### src/rtl/lut_config_loader.sv
// Serial MSB-first loader for the split-LUT configuration word; commits with a one-cycle cen strobe.
// Optional even-parity trailer bit is enabled by defining LUT_CFG_PARITY_EN.
module lut_config_loader #(
    parameter int INPUTS    = 4,
    parameter int MEM_SIZE  = 2**INPUTS,
    parameter int CFG_WIDTH = 2*MEM_SIZE
) (
    input  logic                 cclk,
    input  logic                 rst,
    input  logic                 start,
    input  logic                 cfg_bit,
    input  logic                 cfg_valid,
    output logic                 cfg_ready,
    output logic [CFG_WIDTH-1:0] config_in,
    output logic                 cen,
    output logic                 busy,
    output logic                 done,
    output logic                 err
);
    localparam int CNT_W = $clog2(CFG_WIDTH);
    localparam logic [CNT_W-1:0] LAST_BIT = CNT_W'(CFG_WIDTH - 1);

    typedef enum logic [2:0] {
        IDLE,
        SHIFT,
`ifdef LUT_CFG_PARITY_EN
        PARITY,
`endif
        COMMIT,
        DONE
    } state_t;

    state_t                 state_q, state_d;
    logic [CFG_WIDTH-1:0]   sreg_q, sreg_d;
    logic [CNT_W-1:0]       cnt_q, cnt_d;
    logic [CFG_WIDTH-1:0]   cfg_q, cfg_d;
    logic                   xfer;

`ifdef LUT_CFG_PARITY_EN
    logic                   err_q, err_d;
    assign cfg_ready = (state_q == SHIFT) || (state_q == PARITY);
    assign err       = err_q;
`else
    assign cfg_ready = (state_q == SHIFT);
    assign err       = 1'b0;
`endif

    assign xfer      = cfg_valid && cfg_ready;
    assign cen       = (state_q == COMMIT);
    assign done      = (state_q == DONE);
    assign busy      = (state_q != IDLE);
    assign config_in = cfg_q;

    always_comb begin
        state_d = state_q;
        sreg_d  = sreg_q;
        cnt_d   = cnt_q;
        cfg_d   = cfg_q;
`ifdef LUT_CFG_PARITY_EN
        err_d   = err_q;
`endif
        case (state_q)
            IDLE: begin
                if (start) begin
                    sreg_d  = '0;
                    cnt_d   = '0;
`ifdef LUT_CFG_PARITY_EN
                    err_d   = 1'b0;
`endif
                    state_d = SHIFT;
                end
            end
            SHIFT: begin
                if (xfer) begin
                    sreg_d = {sreg_q[CFG_WIDTH-2:0], cfg_bit};
                    cnt_d  = cnt_q + 1'b1;
                    if (cnt_q == LAST_BIT) begin
`ifdef LUT_CFG_PARITY_EN
                        state_d = PARITY;
`else
                        // Commit the word including the bit arriving on this edge.
                        cfg_d   = {sreg_q[CFG_WIDTH-2:0], cfg_bit};
                        state_d = COMMIT;
`endif
                    end
                end
            end
`ifdef LUT_CFG_PARITY_EN
            PARITY: begin
                if (xfer) begin
                    if ((^sreg_q ^ cfg_bit) == 1'b0) begin
                        cfg_d   = sreg_q;
                        state_d = COMMIT;
                    end else begin
                        err_d   = 1'b1;
                        state_d = IDLE;
                    end
                end
            end
`endif
            COMMIT:  state_d = DONE;
            DONE:    state_d = IDLE;
            default: state_d = IDLE;
        endcase
    end

    always_ff @(posedge cclk) begin
        if (rst) begin
            state_q <= IDLE;
            sreg_q  <= '0;
            cnt_q   <= '0;
            cfg_q   <= '0;
`ifdef LUT_CFG_PARITY_EN
            err_q   <= 1'b0;
`endif
        end else begin
            state_q <= state_d;
            sreg_q  <= sreg_d;
            cnt_q   <= cnt_d;
            cfg_q   <= cfg_d;
`ifdef LUT_CFG_PARITY_EN
            err_q   <= err_d;
`endif
        end
    end
endmodule

### config.mk
export PLATFORM = sky130hd
export DESIGN_NAME = lut_config_loader
export DESIGN_NICKNAME = d
export VERILOG_FILES = /design/src/rtl/lut_config_loader.sv
export SDC_FILE = /design/constraint.sdc
export NUM_CORES = 1
export LEC_CHECK = 0
export CAP_MARGIN = 20
export CORE_ASPECT_RATIO = 1.5
export CORE_MARGIN = 2
export CORE_UTILIZATION = 32
export CTS_BUF_LIST = sky130_fd_sc_hd__clkbuf_4
export DETAILED_ROUTE_END_ITERATION = 6
export GPL_ROUTABILITY_DRIVEN = 0
export PLACE_DENSITY = 0.55
export SLEW_MARGIN = 15
export SYNTH_ARGS = -nofsm -noshare
export SYNTH_HDL_FRONTEND = slang
export SYNTH_SLANG_ARGS = --single-unit
### constraint.sdc
create_clock -name cclk -period 1.79 [get_ports cclk]
set_input_delay 0.537 -clock cclk [delete_from_list [all_inputs] [get_ports cclk]]
set_output_delay 0.537 -clock cclk [all_outputs]
set_load 0.01 [all_outputs]
==> report_table.html <==
<table>
<tr><th>Metric</th><th>Value</th></tr>
<tr><th colspan="2">STA</th></tr>
<tr><td>Final Setup Violations</td><td>0</td></tr>
<tr><td>Minimum clock period after layout</td><td>1.75 ns</td></tr>
<tr><td>Largest clock skew in the final design</td><td>0.00895 ns</td></tr>
<tr><td>Setup Total Neg Slack</td><td>0 ns</td></tr>
<tr><td>Number of pins with negative max-slew slack in the final report</td><td>0</td></tr>
<tr><td>Maximum operating frequency</td><td>0.570 GHz</td></tr>
<tr><td>RSZ-0062 raised after global routing</td><td>yes</td></tr>
<tr><td>Final Cycle Share</td><td>97.9%</td></tr>
<tr><td>Hold violation count in the final report</td><td>0</td></tr>
<tr><th colspan="2">Clock tree</th></tr>
<tr><td>Num CTS Buffers</td><td>9</td></tr>
<tr><td>Post-CTS Hold Buffers</td><td>0</td></tr>
<tr><td>TritonCTS clock tree</td><td>done</td></tr>
<tr><td>H-tree levels</td><td>3</td></tr>
<tr><td>Clock-pin transition on the worst setup and hold timing paths</td><td>0.10 ns</td></tr>
<tr><td>Number of buffers between clock root and the deepest sink</td><td>2</td></tr>
<tr><td>Clk Latency, worst-skew pair</td><td>0.41 ns</td></tr>
<tr><td>Clock net sink count</td><td>70</td></tr>
<tr><td>Clock Tree Root</td><td>sky130_fd_sc_hd__clkbuf_4</td></tr>
<tr><th colspan="2">Logic synthesis</th></tr>
<tr><td>Flops &amp; latches, synth</td><td>70</td></tr>
<tr><td>EDFF count, synth</td><td>0</td></tr>
<tr><td>Sequential area share after synthesis</td><td>50.5%</td></tr>
<tr><td>Largest cells by area after synthesis</td><td>sky130_fd_sc_hd__dfxtp_1 (50%), sky130_fd_sc_hd__a21oi_1 (13%), sky130_fd_sc_hd__nand2_1 (8.8%)</td></tr>
<tr><td>Proportion of register bits with asynchronous set or reset after synthesis</td><td>0%</td></tr>
<tr><td>Avg Inst Size Synth</td><td>8.19 µm²</td></tr>
<tr><td>Total standard cell area after synthesis</td><td>0.00278 mm²</td></tr>
<tr><td>Instance count of the mapped netlist</td><td>339</td></tr>
<tr><td>Commonest register cell after synthesis</td><td>sky130_fd_sc_hd__dfxtp_1</td></tr>
<tr><td>YS warnings</td><td>0</td></tr>
<tr><td>Synth cell types</td><td>25</td></tr>
<tr><td>Largest area contributor in the netlist</td><td>sky130_fd_sc_hd__dfxtp_1</td></tr>
<tr><td>Syn nets</td><td>351</td></tr>
<tr><td>Area share of the largest cell type after synthesis</td><td>50.5%</td></tr>
<tr><th colspan="2">Die</th></tr>
<tr><td>Die Area</td><td>0.00946 mm²</td></tr>
<tr><td>Top-level port count</td><td>42</td></tr>
<tr><td>Die W</td><td>80.1 µm</td></tr>
<tr><td>Standard-cell rows</td><td>41</td></tr>
<tr><td>Starting density of the core</td><td>33.0%</td></tr>
<tr><td>Chip Height</td><td>118 µm</td></tr>
<tr><td>Placeable core region</td><td>0.00841 mm²</td></tr>
<tr><th colspan="2">GRT</th></tr>
<tr><td>Wire length of the first global-routing pass</td><td>10.8 mm</td></tr>
<tr><td>Grt ovf</td><td>0</td></tr>
<tr><td>Initial antenna violation count</td><td>1</td></tr>
<tr><td>Largest net degree at the start of global routing</td><td>36</td></tr>
<tr><td>Global-route total usage across every layer</td><td>14.3%</td></tr>
<tr><td>Number of global-route vias before repair</td><td>2268</td></tr>
<tr><th colspan="2">Job</th></tr>
<tr><td>Number of max-capacitance violations reported</td><td>0</td></tr>
<tr><th colspan="2">Worst setup path</th></tr>
<tr><td>End of the worst register-to-register path</td><td>state_q[0]$_SDFFE_PP0P_</td></tr>
<tr><td>Slack of the worst reg-to-reg path</td><td>0.04 ns</td></tr>
<tr><td>Type of the worst setup path</td><td>reg2out</td></tr>
<tr><td>Worst reg2reg startpoint</td><td>state_q[0]$_SDFFE_PP0P_</td></tr>
<tr><td>Setup crit end kind</td><td>primary output</td></tr>
<tr><td>CP max FO</td><td>2</td></tr>
<tr><td>CP Data Required Time</td><td>1.25 ns</td></tr>
<tr><td>Data arrival time of the worst path</td><td>1.22 ns</td></tr>
<tr><td>Count of cells along the worst register-to-register path</td><td>7</td></tr>
<tr><td>Crit path launch type</td><td>flip-flop</td></tr>
<tr><th colspan="2">Power</th></tr>
<tr><td>Standby leakage power</td><td>1.32 nW</td></tr>
<tr><td>Ratio of total power to cell area</td><td>1090 mW/mm²</td></tr>
<tr><td>Largest vdd supply drop</td><td>713 µV</td></tr>
<tr><th colspan="2">Routing</th></tr>
<tr><td>Drt drc</td><td>0</td></tr>
<tr><td>Routed WL per cell</td><td>12.9 µm</td></tr>
<tr><td>Number of iterations in the first detailed-routing pass</td><td>4</td></tr>
<tr><td>Detailed Route Iter0 Violations</td><td>200</td></tr>
<tr><td>Antenna violation net count after detailed routing</td><td>0</td></tr>
<tr><td>Number of vias after detailed routing</td><td>2473</td></tr>
<tr><td>Vias per Instance</td><td>5.08</td></tr>
<tr><td>Total detailed-routing wirelength</td><td>6.29 mm</td></tr>
<tr><th colspan="2">Hold path</th></tr>
<tr><td>Kind of path behind the tightest hold check</td><td>reg2reg</td></tr>
<tr><td>Worst hold path stage count</td><td>2</td></tr>
<tr><td>Endpoint of the worst hold path</td><td>config_in[13]$_SDFFE_PP0P_</td></tr>
<tr><td>Hold path start</td><td>config_in[13]$_SDFFE_PP0P_</td></tr>
<tr><th colspan="2">Layout</th></tr>
<tr><td>Proportion of layout cells with a drive suffix above 1</td><td>15.3%</td></tr>
<tr><td>Synth-to-layout area growth</td><td>28.6%</td></tr>
<tr><td>Finished Cell Area</td><td>0.00357 mm²</td></tr>
<tr><td>Final #Nets</td><td>389</td></tr>
<tr><th colspan="2">Status</th></tr>
<tr><td>Run status</td><td>complete, no violations</td></tr>
<tr><th colspan="2">Place</th></tr>
<tr><td>Half-perimeter wire length after detailed placement</td><td>3.91 mm</td></tr>
<tr><td>Count of buffers from port buffering</td><td>40</td></tr>
<tr><td>Cell area after placement</td><td>0.00343 mm²</td></tr>
</table>
stage by stage:
step                instances  utilization (%)  setup slack (ns)  power (mW)  hold slack [ns]
finish                    487             42.4            0.0368        3.91            0.453
global route              487             42.4           -0.0365        4.14            0.469
detailed placement        472             40.7            -0.206        2.98            0.446
global placement          472             40.7            -0.205        2.96            0.445
CTS                       485             41.5            -0.112        3.79            0.458
floorplan                 339                -             0.167        2.31            0.428
where the power goes:
group / internal, mW / total, mW / leakage (nW) / switching (mW)
combinational: 0.692 / 1.52 / 0.700 / 0.830
sequential: 1.59 / 1.63 / 0.566 / 0.0337
clock: 0.249 / 0.762 / 0.0524 / 0.513
total: 2.53 / 3.91 / 1.32 / 1.38
layout make-up:
| class | count | area [µm²] |
|---|---|---|
| Inverter | 4 | 17.5 |
| Sequential cell | 70 | 1410 |
| Antenna cell | 1 | 2.50 |
| Multi-Input combinational cell | 229 | 1280 |
| Clock buffer | 9 | 67.6 |
| Tap cell | 107 | 134 |
| Timing Repair Buffer | 63 | 641 |
| Clock inverter | 4 | 17.5 |
| Fill cell | 903 | 4840 |
synth_stat cells (all sizes together) (2+ instances only):
library cell  instances
or4                   3
dfxtp                70
nand4                33
ha                    7
a21oi                70
nand3                 2
inv                   4
nand2                65
and3                  2
o21ai                36
buf                  21
o31ai                 2
clkbuf               15
registers in the layout, indices dropped and copies added (netlist names):
signal	flops
state_q	2
sreg_q	31
config_in	32
cnt_q	5
worst max-delay path by stage:
stage | startpoint | endpoint | slack [ns] | cells past startpoint
floorplan | state_q[0]$_SDFFE_PP0P_ | cnt_q[3]$_SDFFE_PP0P_ | 0.17 | 6
global placement | start | cnt_q[3]$_SDFFE_PP0P_ | -0.21 | 5
detailed placement | start | cnt_q[3]$_SDFFE_PP0P_ | -0.21 | 5
CTS | state_q[1]$_SDFFE_PP0P_ | busy | -0.11 | 4
global route | state_q[1]$_SDFFE_PP0P_ | cfg_ready | -0.04 | 3
finish | state_q[1]$_SDFFE_PP0P_ | cfg_ready | 0.04 | 3
metal layers:
| layer | routed length [µm] | up-vias | GRT usage [%] |
|---|---|---|---|
| met5 | 0 | - | 0 |
| met2 | 3080 | 40 | 22.4 |
| met1 | 2840 | 1161 | 18.3 |
| met3 | 234 | 10 | 3.45 |
| li1 | - | 1262 | - |
| met4 | 133 | 0 | 6.67 |
cells by family after synthesis:
family | count (synthesis) | synth area share, %
compound gates | 110 | 20.2
fa+ha+maj | 7 | 3.15
buf+inv | 40 | 6.40
flops | 70 | 50.5
mux | 1 | 0.360
other cells | 1 | 0.135
simple gates | 110 | 19.3
critical path, stage by stage, from the launching register on:
cell and delay (ns):
sky130_fd_sc_hd__dfxtp_2 0.34, sky130_fd_sc_hd__inv_2 0.09, sky130_fd_sc_hd__ha_4 0.15, sky130_fd_sc_hd__clkdlybuf4s15_2 0.22
repair_timing:
item	CTS	global route
buffers inserted	0	1
setup endpoints to repair	36	38
resized for setup	51	24
pin swaps	0	2
cell usage in the layout (no fill, tap or decap), types with 2 or more instances in the layout:
cell	synthesis	layout
sky130_fd_sc_hd__a21oi_1	70	68
sky130_fd_sc_hd__dfxtp_1	70	66
sky130_fd_sc_hd__nand2_1	65	65
sky130_fd_sc_hd__o21ai_0	36	36
sky130_fd_sc_hd__nand4_1	33	33
sky130_fd_sc_hd__dlygate4sd2_1	0	32
sky130_fd_sc_hd__buf_4	2	12
sky130_fd_sc_hd__clkbuf_4	0	9
sky130_fd_sc_hd__buf_12	0	9
sky130_fd_sc_hd__ha_4	0	4
sky130_fd_sc_hd__dfxtp_2	0	3
sky130_fd_sc_hd__clkdlybuf4s50_1	0	3
sky130_fd_sc_hd__buf_2	10	3
sky130_fd_sc_hd__buf_6	1	3
sky130_fd_sc_hd__inv_2	0	2
sky130_fd_sc_hd__nand3_1	2	2
sky130_fd_sc_hd__o31ai_1	2	2
sky130_fd_sc_hd__or4_1	3	2
sky130_fd_sc_hd__a21oi_2	0	2
sky130_fd_sc_hd__ha_2	0	2
sky130_fd_sc_hd__clkinv_1	0	2
sky130_fd_sc_hd__clkinv_2	0	2
(Power assumes the default switching activity.)
